### src/rtl/ex_muldiv_unit_pkg.sv
`default_nettype none
// ============================================================================
// ex_muldiv_unit_pkg : shared FUNCT3 codes, FSM states and decode helpers
// Rev 1.0
// ============================================================================
package ex_muldiv_unit_pkg;

  localparam logic [2:0] MD_MUL    = 3'd0;
  localparam logic [2:0] MD_MULH   = 3'd1;
  localparam logic [2:0] MD_MULHSU = 3'd2;
  localparam logic [2:0] MD_MULHU  = 3'd3;
  localparam logic [2:0] MD_DIV    = 3'd4;
  localparam logic [2:0] MD_DIVU   = 3'd5;
  localparam logic [2:0] MD_REM    = 3'd6;
  localparam logic [2:0] MD_REMU   = 3'd7;

  typedef enum logic [1:0] {
    S_IDLE = 2'd0,
    S_MUL  = 2'd1,
    S_DIV  = 2'd2,
    S_DONE = 2'd3
  } state_e;

  function automatic logic f3_signed_div(input logic [2:0] f3);
    return (f3 == MD_DIV) || (f3 == MD_REM);
  endfunction

  function automatic logic f3_is_rem(input logic [2:0] f3);
    return (f3 == MD_REM) || (f3 == MD_REMU);
  endfunction

endpackage
`default_nettype wire

### src/rtl/ex_muldiv_unit_if.sv
`default_nettype none
// ============================================================================
// ex_muldiv_unit_if : request/result bundle between ID/EX and the muldiv unit
// Rev 1.0
// ============================================================================
interface ex_muldiv_unit_if;

  logic        start;
  logic [2:0]  funct3;
  logic [31:0] operand1;
  logic [31:0] operand2;
  logic [4:0]  rd_in;
  logic        flush;
  logic        busy;
  logic        result_valid;
  logic [31:0] result;
  logic [4:0]  rd_out;

  modport master (
    output start, funct3, operand1, operand2, rd_in, flush,
    input  busy, result_valid, result, rd_out
  );

  modport slave (
    input  start, funct3, operand1, operand2, rd_in, flush,
    output busy, result_valid, result, rd_out
  );

endinterface
`default_nettype wire

### src/rtl/ex_muldiv_unit_divider.sv
`default_nettype none
// ============================================================================
// ex_muldiv_unit_divider : magnitude-only restoring divider, one bit per step
// Rev 1.0
// ============================================================================
module ex_muldiv_unit_divider #(
  parameter int WIDTH = 32
) (
  input  logic             clk_i,
  input  logic             rst_i,
  input  logic             load_i,
  input  logic             step_i,
  input  logic [WIDTH-1:0] dividend_i,
  input  logic [WIDTH-1:0] divisor_i,
  output logic [5:0]       count_o,
  output logic [WIDTH-1:0] quotient_o,
  output logic [WIDTH-1:0] remainder_o
);

  logic [WIDTH-1:0] quo_q;
  logic [WIDTH-1:0] rem_q;
  logic [WIDTH-1:0] dvs_q;
  logic [5:0]       cnt_q;
  logic [WIDTH:0]   shifted;
  logic [WIDTH:0]   diff;
  logic             fits;

  // Outputs show the values after the step taken at the coming edge.
  assign shifted     = {rem_q, quo_q[WIDTH-1]};
  assign diff        = shifted - {1'b0, dvs_q};
  assign fits        = ~diff[WIDTH];
  assign quotient_o  = {quo_q[WIDTH-2:0], fits};
  assign remainder_o = fits ? diff[WIDTH-1:0] : shifted[WIDTH-1:0];
  assign count_o     = cnt_q;

  always_ff @(posedge clk_i) begin
    if (rst_i) begin
      quo_q <= '0;
      rem_q <= '0;
      dvs_q <= '0;
      cnt_q <= '0;
    end else if (load_i) begin
      quo_q <= dividend_i;
      rem_q <= '0;
      dvs_q <= divisor_i;
      cnt_q <= '0;
    end else if (step_i) begin
      quo_q <= quotient_o;
      rem_q <= remainder_o;
      cnt_q <= cnt_q + 6'd1;
    end
  end

endmodule
`default_nettype wire

### src/rtl/ex_muldiv_unit.sv
`default_nettype none
// ============================================================================
// ex_muldiv_unit : RV32M multiply/divide unit for the EX stage
// Rev 1.0
// ============================================================================
module ex_muldiv_unit
  import ex_muldiv_unit_pkg::*;
#(
  parameter int XLEN       = 32,
  parameter int MUL_CYCLES = 2
) (
  input  logic            clk_i,
  input  logic            rst_i,
  ex_muldiv_unit_if.slave bus
);

  localparam logic [1:0]      MUL_LAST = 2'(MUL_CYCLES - 2);
  localparam logic [XLEN-1:0] MIN_NEG  = {1'b1, {(XLEN-1){1'b0}}};

  state_e            state_q, state_d;
  logic [XLEN-1:0]   op1_q, op2_q;
  logic [2:0]        f3_q;
  logic [4:0]        rd_q;
  logic [1:0]        mcnt_q, mcnt_d;
  logic [XLEN-1:0]   result_q, result_d;
  logic [4:0]        rd_out_q, rd_out_d;
  logic              valid_q, valid_d;
  logic              busy, accept, div_step;

  logic [XLEN-1:0]   dvd_mag, dvs_mag, div_quo, div_rem, div_res, spec_res;
  logic [5:0]        div_cnt;
  logic              in_signed, sgn, div_zero, div_ovf, special, q_neg, r_neg;

  logic signed [XLEN:0]     mul_a, mul_b;
  logic signed [2*XLEN-1:0] prod;
  logic [2*XLEN-1:0]        mul_src;

  assign busy = (state_q != S_IDLE);

  assign in_signed = f3_signed_div(bus.funct3);
  assign dvd_mag   = (in_signed && bus.operand1[XLEN-1]) ? -bus.operand1 : bus.operand1;
  assign dvs_mag   = (in_signed && bus.operand2[XLEN-1]) ? -bus.operand2 : bus.operand2;

  ex_muldiv_unit_divider #(.WIDTH(XLEN)) u_divider (
    .clk_i       (clk_i),
    .rst_i       (rst_i),
    .load_i      (accept && bus.funct3[2]),
    .step_i      (div_step),
    .dividend_i  (dvd_mag),
    .divisor_i   (dvs_mag),
    .count_o     (div_cnt),
    .quotient_o  (div_quo),
    .remainder_o (div_rem)
  );

  assign sgn      = f3_signed_div(f3_q);
  assign div_zero = (op2_q == '0);
  assign div_ovf  = sgn && (op1_q == MIN_NEG) && (op2_q == '1);
  assign special  = div_zero || div_ovf;
  assign q_neg    = sgn && (op1_q[XLEN-1] ^ op2_q[XLEN-1]);
  assign r_neg    = sgn && op1_q[XLEN-1];
  assign div_res  = f3_is_rem(f3_q) ? (r_neg ? -div_rem : div_rem)
                                    : (q_neg ? -div_quo : div_quo);
  assign spec_res = div_zero ? (f3_is_rem(f3_q) ? op1_q : '1)
                             : (f3_is_rem(f3_q) ? '0 : MIN_NEG);

  // Extension bit selects signed/unsigned per operand; product is the low 2*XLEN bits.
  assign mul_a = {(f3_q != MD_MULHU) && op1_q[XLEN-1], op1_q};
  assign mul_b = {((f3_q == MD_MUL) || (f3_q == MD_MULH)) && op2_q[XLEN-1], op2_q};
  assign prod  = (2*XLEN)'(mul_a) * (2*XLEN)'(mul_b);

  if (MUL_CYCLES == 3) begin : g_mul_pipe
    logic [2*XLEN-1:0] prod_q;
    always_ff @(posedge clk_i) begin
      if (rst_i) prod_q <= '0;
      else       prod_q <= prod;
    end
    assign mul_src = prod_q;
  end else begin : g_mul_direct
    assign mul_src = prod;
  end

  always_comb begin
    state_d  = state_q;
    mcnt_d   = mcnt_q;
    result_d = result_q;
    rd_out_d = rd_out_q;
    valid_d  = 1'b0;
    accept   = 1'b0;
    div_step = 1'b0;
    case (state_q)
      S_IDLE: begin
        if (bus.start && !bus.flush) begin
          accept  = 1'b1;
          mcnt_d  = 2'd0;
          state_d = bus.funct3[2] ? S_DIV : S_MUL;
        end
      end
      S_MUL: begin
        if (mcnt_q == MUL_LAST) begin
          state_d  = S_DONE;
          result_d = (f3_q == MD_MUL) ? mul_src[XLEN-1:0] : mul_src[2*XLEN-1:XLEN];
          rd_out_d = rd_q;
        end else begin
          mcnt_d = mcnt_q + 2'd1;
        end
      end
      S_DIV: begin
        // Special cases spend one cycle here for operand decode, then skip iteration.
        if (special) begin
          state_d  = S_DONE;
          result_d = spec_res;
          rd_out_d = rd_q;
        end else begin
          div_step = 1'b1;
          if (div_cnt == 6'd31) begin
            state_d  = S_DONE;
            result_d = div_res;
            rd_out_d = rd_q;
          end
        end
      end
      S_DONE: begin
        state_d = S_IDLE;
        valid_d = 1'b1;
      end
      default: state_d = S_IDLE;
    endcase
    if (busy && bus.flush) begin
      state_d  = S_IDLE;
      valid_d  = 1'b0;
      div_step = 1'b0;
      result_d = result_q;
      rd_out_d = rd_out_q;
    end
  end

  always_ff @(posedge clk_i) begin
    if (rst_i) begin
      state_q  <= S_IDLE;
      mcnt_q   <= '0;
      result_q <= '0;
      rd_out_q <= '0;
      valid_q  <= 1'b0;
      op1_q    <= '0;
      op2_q    <= '0;
      f3_q     <= '0;
      rd_q     <= '0;
    end else begin
      state_q  <= state_d;
      mcnt_q   <= mcnt_d;
      result_q <= result_d;
      rd_out_q <= rd_out_d;
      valid_q  <= valid_d;
      if (accept) begin
        op1_q <= bus.operand1;
        op2_q <= bus.operand2;
        f3_q  <= bus.funct3;
        rd_q  <= bus.rd_in;
      end
    end
  end

  assign bus.busy         = busy;
  assign bus.result_valid = valid_q;
  assign bus.result       = result_q;
  assign bus.rd_out       = rd_out_q;

endmodule
`default_nettype wire

### src/flat_wrapper.sv
// flat-port wrapper written by rule: the top's interface ports become plain ports
module ex_muldiv_unit_flat import ex_muldiv_unit_pkg::*;
#(
  parameter int XLEN       = 32,
  parameter int MUL_CYCLES = 2
)
  (clk_i, rst_i, bus_start, bus_funct3, bus_operand1, bus_operand2, bus_rd_in, bus_flush, bus_busy, bus_result_valid, bus_result, bus_rd_out);
  ex_muldiv_unit_if bus_i ();
  input  logic clk_i;
  input  logic rst_i;
  input wire logic [$bits(bus_i.start)-1:0] bus_start;
  input wire logic [$bits(bus_i.funct3)-1:0] bus_funct3;
  input wire logic [$bits(bus_i.operand1)-1:0] bus_operand1;
  input wire logic [$bits(bus_i.operand2)-1:0] bus_operand2;
  input wire logic [$bits(bus_i.rd_in)-1:0] bus_rd_in;
  input wire logic [$bits(bus_i.flush)-1:0] bus_flush;
  output wire logic [$bits(bus_i.busy)-1:0] bus_busy;
  output wire logic [$bits(bus_i.result_valid)-1:0] bus_result_valid;
  output wire logic [$bits(bus_i.result)-1:0] bus_result;
  output wire logic [$bits(bus_i.rd_out)-1:0] bus_rd_out;
  assign bus_i.start = bus_start;
  assign bus_i.funct3 = bus_funct3;
  assign bus_i.operand1 = bus_operand1;
  assign bus_i.operand2 = bus_operand2;
  assign bus_i.rd_in = bus_rd_in;
  assign bus_i.flush = bus_flush;
  assign bus_busy = bus_i.busy;
  assign bus_result_valid = bus_i.result_valid;
  assign bus_result = bus_i.result;
  assign bus_rd_out = bus_i.rd_out;
  ex_muldiv_unit #(.XLEN(XLEN), .MUL_CYCLES(MUL_CYCLES)) u_core (.clk_i(clk_i), .rst_i(rst_i), .bus(bus_i));
endmodule
### config.mk
export PLATFORM = sky130hd
export DESIGN_NAME = ex_muldiv_unit_flat
export DESIGN_NICKNAME = d
export VERILOG_FILES = /design/src/rtl/ex_muldiv_unit_pkg.sv /design/src/rtl/ex_muldiv_unit_if.sv /design/src/rtl/ex_muldiv_unit_divider.sv /design/src/rtl/ex_muldiv_unit.sv /design/src/flat_wrapper.sv
export SDC_FILE = /design/constraint.sdc
export NUM_CORES = 2
export LEC_CHECK = 0
export ABC_AREA = 1
export ABC_CLOCK_PERIOD_IN_PS = 14050
export CAP_MARGIN = 40
export CORE_AREA = 2 2 564 342
export CTS_BUF_LIST = sky130_fd_sc_hd__clkbuf_8 sky130_fd_sc_hd__clkbuf_16
export CTS_CLUSTER_DIAMETER = 150
export DETAILED_ROUTE_END_ITERATION = 12
export DIE_AREA = 0 0 566 344
export PLACE_DENSITY = 0.49
export SYNTH_ARGS = -nofsm -noshare
export SYNTH_HDL_FRONTEND = slang
export SYNTH_HIERARCHICAL = 1
export SYNTH_SLANG_ARGS = --single-unit
### constraint.sdc
create_clock -name clk_i -period 14.05 [get_ports clk_i]
set_clock_uncertainty 0.05 [all_clocks]
set_input_delay 1.405 -clock clk_i [delete_from_list [all_inputs] [get_ports clk_i]]
set_output_delay 1.405 -clock clk_i [all_outputs]
set_load 0.01 [all_outputs]
======== Word level (Yosys, flattened, before mapping) ========
Cells that the tools add are included.
cells by class
  $add $sub $neg .......................... 7
  multiply operators ...................... 1
  bitwise logic cells ..................... 3
  equal/unequal tests ..................... 17
  reduce and logical (&&, ||, !) cells .... 30
  mux-type cells .......................... 35
operators by type and width
  cell                                                   number
  two-way mux 32 bit                                     15
  negation 32 bit                                        4
  equality test 32 bit, second input constant            2
  multiplier 33 x 33 -> 64 bit                           1
  case mux 32 bit (2 select lines)                       1
  subtractor 33 x 32 -> 33 bit                           1
  logical NOT 32 bit                                     1
  equality test 3 bit, second input constant             5
  two-way mux 5 bit                                      3
  two-way mux 2 bit                                      7
  logical AND 1 bit                                      11
  case mux 5 bit (2 select lines)                        1
  case mux 2 bit (4 select lines)                        1
  nonzero test 2 bit                                     4
  adder 6 x 1 -> 6 bit, second input constant            1
  equality test 6 x 5 -> 1 bit, second input constant    1
  two-way mux 1 bit                                      6
  AND reduction 3 bit                                    2
  logical OR 1 bit                                       5
  equality test 2 bit, second input constant             2
  logical NOT 2 bit                                      2
  inequality test 2 x 1 -> 1 bit, second input constant  2
  case mux 2 bit (2 select lines)                        1
  AND reduction 4 bit                                    1
  11 further kinds                                       13
word-level totals
  output and inout port bits .............. 39
  register bits after elaboration ......... 216
  input bits .............................. 76
  logic and storage cells ................. 106

======== Longest topological paths before layout ========
  word-level depth ........................ 10
  depth in mapped cells ................... 35
  depth with buffers taken out ............ 34

======== Modules after synthesis ========
Netlist, hierarchy kept.
modules (own cells, without submodules)
  module                  area each (um2)  cells an instance  times used
  ex_muldiv_unit          49079.6          6679               1
  ex_muldiv_unit_divider  7566.0           1281               1

======== Least setup slack after synthesis ========
Ideal clock, no wire load.
  path type ............................... register to register
  from .................................... register u_core.f3_q[0]
  to ...................................... register u_core.result_q[22], in the netlist u_core/bus.result[22]
  slack ................................... 6.621 ns
  data arrival time ....................... 7.247 ns
  buffers on the path ..................... 1
  stages on the path, launching flop included .. 29
  library setup time ...................... 0.132 ns
  clock period less this slack ............ 7.429 ns
  required time ........................... 13.868 ns
  path through ............................ dfxtp_1 -> nand2_1 -> nor2_1 -> clkbuf_1 -> nor2_1 -> fa_1 -> fa_1 -> fa_1 -> fa_1 -> inv_1 -> fa_1 -> fa_1 -> fa_1 -> fa_1 -> inv_1 -> ha_1 -> nand2_1 -> nor2_1 -> inv_1 -> nor2_1 -> nand2_1 -> nor4_1 -> nand2_1 -> nand3_1 -> nand2_1 -> nand3_1 -> nand2_1 -> nand2_1 -> a21oi_1
between the ends
  word-level cells in the longest chain between the ends .. 8
  elaborated cells on any way between the ends .. 29
  classes of those cells .................. 1 x mul; 6 x eq/ne; 10 x mux; 12 x reduce/logical
RTL lines
  what                                                                  line                   source
  start, declared                                                       ex_muldiv_unit.sv:22   logic [2:0] f3_q;
  start signal, assigned                                                ex_muldiv_unit.sv:158  f3_q <= bus.funct3;
  branches (longest 8 deep; another with multiplier 33 x 33 -> 64 bit)  n/a
  end signal, assigned                                                  ex_muldiv_unit.sv:152  result_q <= result_d;
  end, declared                                                         ex_muldiv_unit.sv:25   logic [XLEN-1:0] result_q, result_d;
Parallel ways; which one is timed is not known. The select of a mux whose other input is x is not followed.
A chain may end at the register's enable or synchronous reset.

======== Worst setup path after layout ========
Ends and elaborated chain as after synthesis.

==> impl_metrics.tcl <==
set metrics [dict create \
    syn-num-nets 9417 \
    final_core_util 0.323 \
    end_kind "register" \
    syn_to_final_growth_pct 8.04 \
    path_class "reg2reg" \
    die_y_um 344 \
    hold_violations 0 \
    status "finished clean" \
    clock_latency_ns 0.64 \
    die-area_um2 195000 \
    avgSynthCellArea_um2 7.12 \
    place_inst 10300 \
    cts_setup_buffers 0 \
    cts_hold_buffers 0 \
    vias 50900 \
    max_stage_delay_ns 0.76 \
    drive_above_1_share 0.0340 \
    hpwl_um 206000 \
    fin_tns_setup_ns 0 \
    fmax_mhz 108 \
    r2r_start "u_core/f3_q[0]$_SDFFE_PP0P_" \
    routed_via_density 4.91 \
    antenna_found_initial 12 \
    nFillCells 20700 \
    min_path_type "reg2reg" \
    tritoncts "yes" \
    fin_crit_ns 9.28 \
    grt_util_all_layers 0.254 \
    cp-start-kind "register" \
    worst_ep_required_time_ns 14.48 \
    holdWs_ns 0.416 \
    grt-ovfl-total 0 \
    post-route-period-util 0.661 \
    crit_slowest_cell "fa_1" \
    finalMaxSlewViolations 0 \
    arrival_ns 9.71 \
    clockBufferDepth 3 \
    syn_inst 7960 \
    grt_pass1_vias 49900 \
    gp_congestion 1.02 \
    peakVddDrop_v 0.000147 \
    initial_core_util 0.299 \
    tightest_slew_ns 1.01 \
    ys_warn_count 6 \
    core_area_um2 189000 \
    synth_seq_cells 216 \
    pin_count 115 \
    drc 0 \
    cts_htree_levels 1 \
    synth-seq-area-share 0.0763 \
    cts_num_sinks 216 \
    port_buffers 114 \
    hold_start "u_core/rd_q[3]$_SDFFE_PP0P_" \
    rsz0062_at_grt "no" \
    powerDensity_nw_per_um2 193 \
    reg2reg_slack_ns 4.77 \
    dieWidth_um 566 \
    detailedRoute.firstPassIterationCount 9 \
    grt_max_degree 73 \
    crit_start "u_core/f3_q[0]$_SDFFE_PP0P_" \
    cts_root_buffer "clkbuf_16" \
    final_cells 10400 \
    cts_buffers 26 \
    netlist_area_um2 56600 \
    drv_cap 0 \
    wl_um 246000 \
    layout.nets 9282 \
    grt_first_pass_wirelength_um 360000 \
    wl_per_cell_um 23.7 \
    clk_pin_slew_ns 0.08 \
    cpMostUsedCell "fa_1" \
    first_iter_violations 5707 \
    num_rows 124 \
    cts_resized 0 \
    synthDistinctLibCells 53 \
    p_leak_nw 30.8 \
    critPathMaxFanout 32 \
    finalSetupViolations 0 \
    worst_slack_ns 4.77 \
    place_ws_ns 4.94 \
    maxSlewHeadroom 0.326 \
    ant_nets 0 \
]
[critical path: cells and delay by family, from the launching register on]
| family | cells | cell delay, ns |
|---|---|---|
| AO/OA/AOI/OAI | 1 | 0.06 |
| adder cells (fa/ha/maj) | 9 | 5.17 |
| buffers and inverters | 4 | 1.07 |
| flip-flops | 1 | 0.51 |
| AND/OR/NAND/NOR | 14 | 2.22 |
[per-layer routing]
metal,global-route usage,part of all wire,wire (um),up-vias
met2,0.307,0.34,84600,2256
met1,0.430,0.53,130000,25700
li1,-,-,-,22900
met4,0.0254,0.010,2550,0
met3,0.0742,0.12,29100,114
met5,0,0,0,-
[kinds of logic (layout without fill, tap and decap cells)]
kind of cell / after synthesis / in the layout / share of synthesized area
DFF: 216 / 216 / 0.0763
buffers and inverters: 2414 / 2299 / 0.165
xor gates and xnor gates: 88 / 88 / 0.0136
adders and majority gates: 1381 / 1381 / 0.454
other: 0 / 2 / 0
AOI/OAI and AO/OA: 692 / 692 / 0.0645
and+or+nand+nor: 3169 / 3169 / 0.227
[cells in the final DEF, fill, tap and decap left out, drive strengths merged, types with 3 or more instances in the layout]
cell           instances
nor4                  12
clkdlybuf4s50        114
inv                 2007
nor2                 484
a31oi                  4
clkbuf                30
and2                   5
o21bai                23
clkinv                12
or2                   12
fa                  1126
o211ai                 6
o21a                   7
bufinv                 6
nand2               2212
a21o                   6
xnor2                 29
a22oi                 10
ha                   255
nand3                316
nor3                  47
o21ai                292
o221ai                 3
nand4                 68
nor3b                  3
xor2                  59
dfxtp                216
a21oi                334
buf                  128
nand3b                 9
[layout make-up]
| type | count | area [um^2] | share of cell area |
|---|---|---|---|
| clock buffer | 30 | 717 | 0.0117 |
| tap | 2520 | 3150 | 0.0515 |
| clock inverter | 18 | 258 | 0.00421 |
| antenna | 2 | 5.00 | 0.0000818 |
| timing repair buffer | 242 | 2170 | 0.0355 |
| sequential | 216 | 4330 | 0.0708 |
| multi-input combinational | 5330 | 43000 | 0.703 |
| inverter | 2009 | 7540 | 0.123 |
[cell usage after synthesis, drive strengths merged]
cell    count  area share
clkbuf    284       0.019
a22oi      10      0.0013
a21oi     334       0.030
or3b        1     0.00015
nor3       47      0.0046
a41oi       1     0.00015
xnor2      29      0.0045
a211oi      2     0.00026
fa       1126        0.40
a21o        6     0.00080
nor3b       3     0.00040
o21bai     23      0.0030
nand4      68      0.0075
nand3     316       0.029
xor2       59      0.0091
o31ai       1     0.00013
clkinv      7     0.00049
nor4       12      0.0014
a31oi       4     0.00044
ha        255       0.056
and2        5     0.00055
nor2      484       0.033
a21boi      1     0.00013
o21ai     292       0.026
o21a        7     0.00093
o22ai       2     0.00022
nand2    2212        0.15
dfxtp     216       0.076
buf       121       0.013
nand3b      9      0.0012
o221ai      3     0.00046
o211ai      6     0.00080
inv      2002        0.13
or2        12      0.0013
[report_power, final]
part           switching (mW)  total [mW]  internal [mW]
combinational            7.29        10.1           2.81
sequential              0.114       0.838          0.724
clock                   0.369       0.847          0.478
total                    7.77        11.8           4.01
[final timing paths]
path | endpoint | depth (start not counted)
min reg2reg | u_core/bus.rd_out[3]$_SDFFE_PP0P_ | 2
max | u_core/bus.result[22]$_SDFFE_PP0P_ | 28
min | u_core/bus.rd_out[3]$_SDFFE_PP0P_ | 2
max reg2reg | u_core/bus.result[22]$_SDFFE_PP0P_ | 28
[through the flow]
stage	instance area (um^2)	power [mW]
2_1_floorplan	56600	6.53
3_3_place_gp	60100	10.6
3_5_place_dp	60200	10.6
4_1_cts	61200	11.5
5_1_grt	61200	12.6
6_report	61200	11.8
[sequential cells by signal (all words and copies together), names as in the netlist]
| signal | cells |
|---|---|
| u_core/mcnt_q | 2 |
| u_core/u_divider/rem_q | 32 |
| u_core/f3_q | 3 |
| u_core/u_divider/dvs_q | 32 |
| u_core/op2_q | 32 |
| u_core/rd_q | 5 |
| u_core/u_divider/quo_q | 32 |
| u_core/bus.rd_out | 5 |
| u_core/state_q | 2 |
| u_core/op1_q | 32 |
| u_core/bus.result | 32 |
| u_core/u_divider/count_o | 6 |
| u_core/bus.result_valid | 1 |
(Power assumes the default switching activity.)
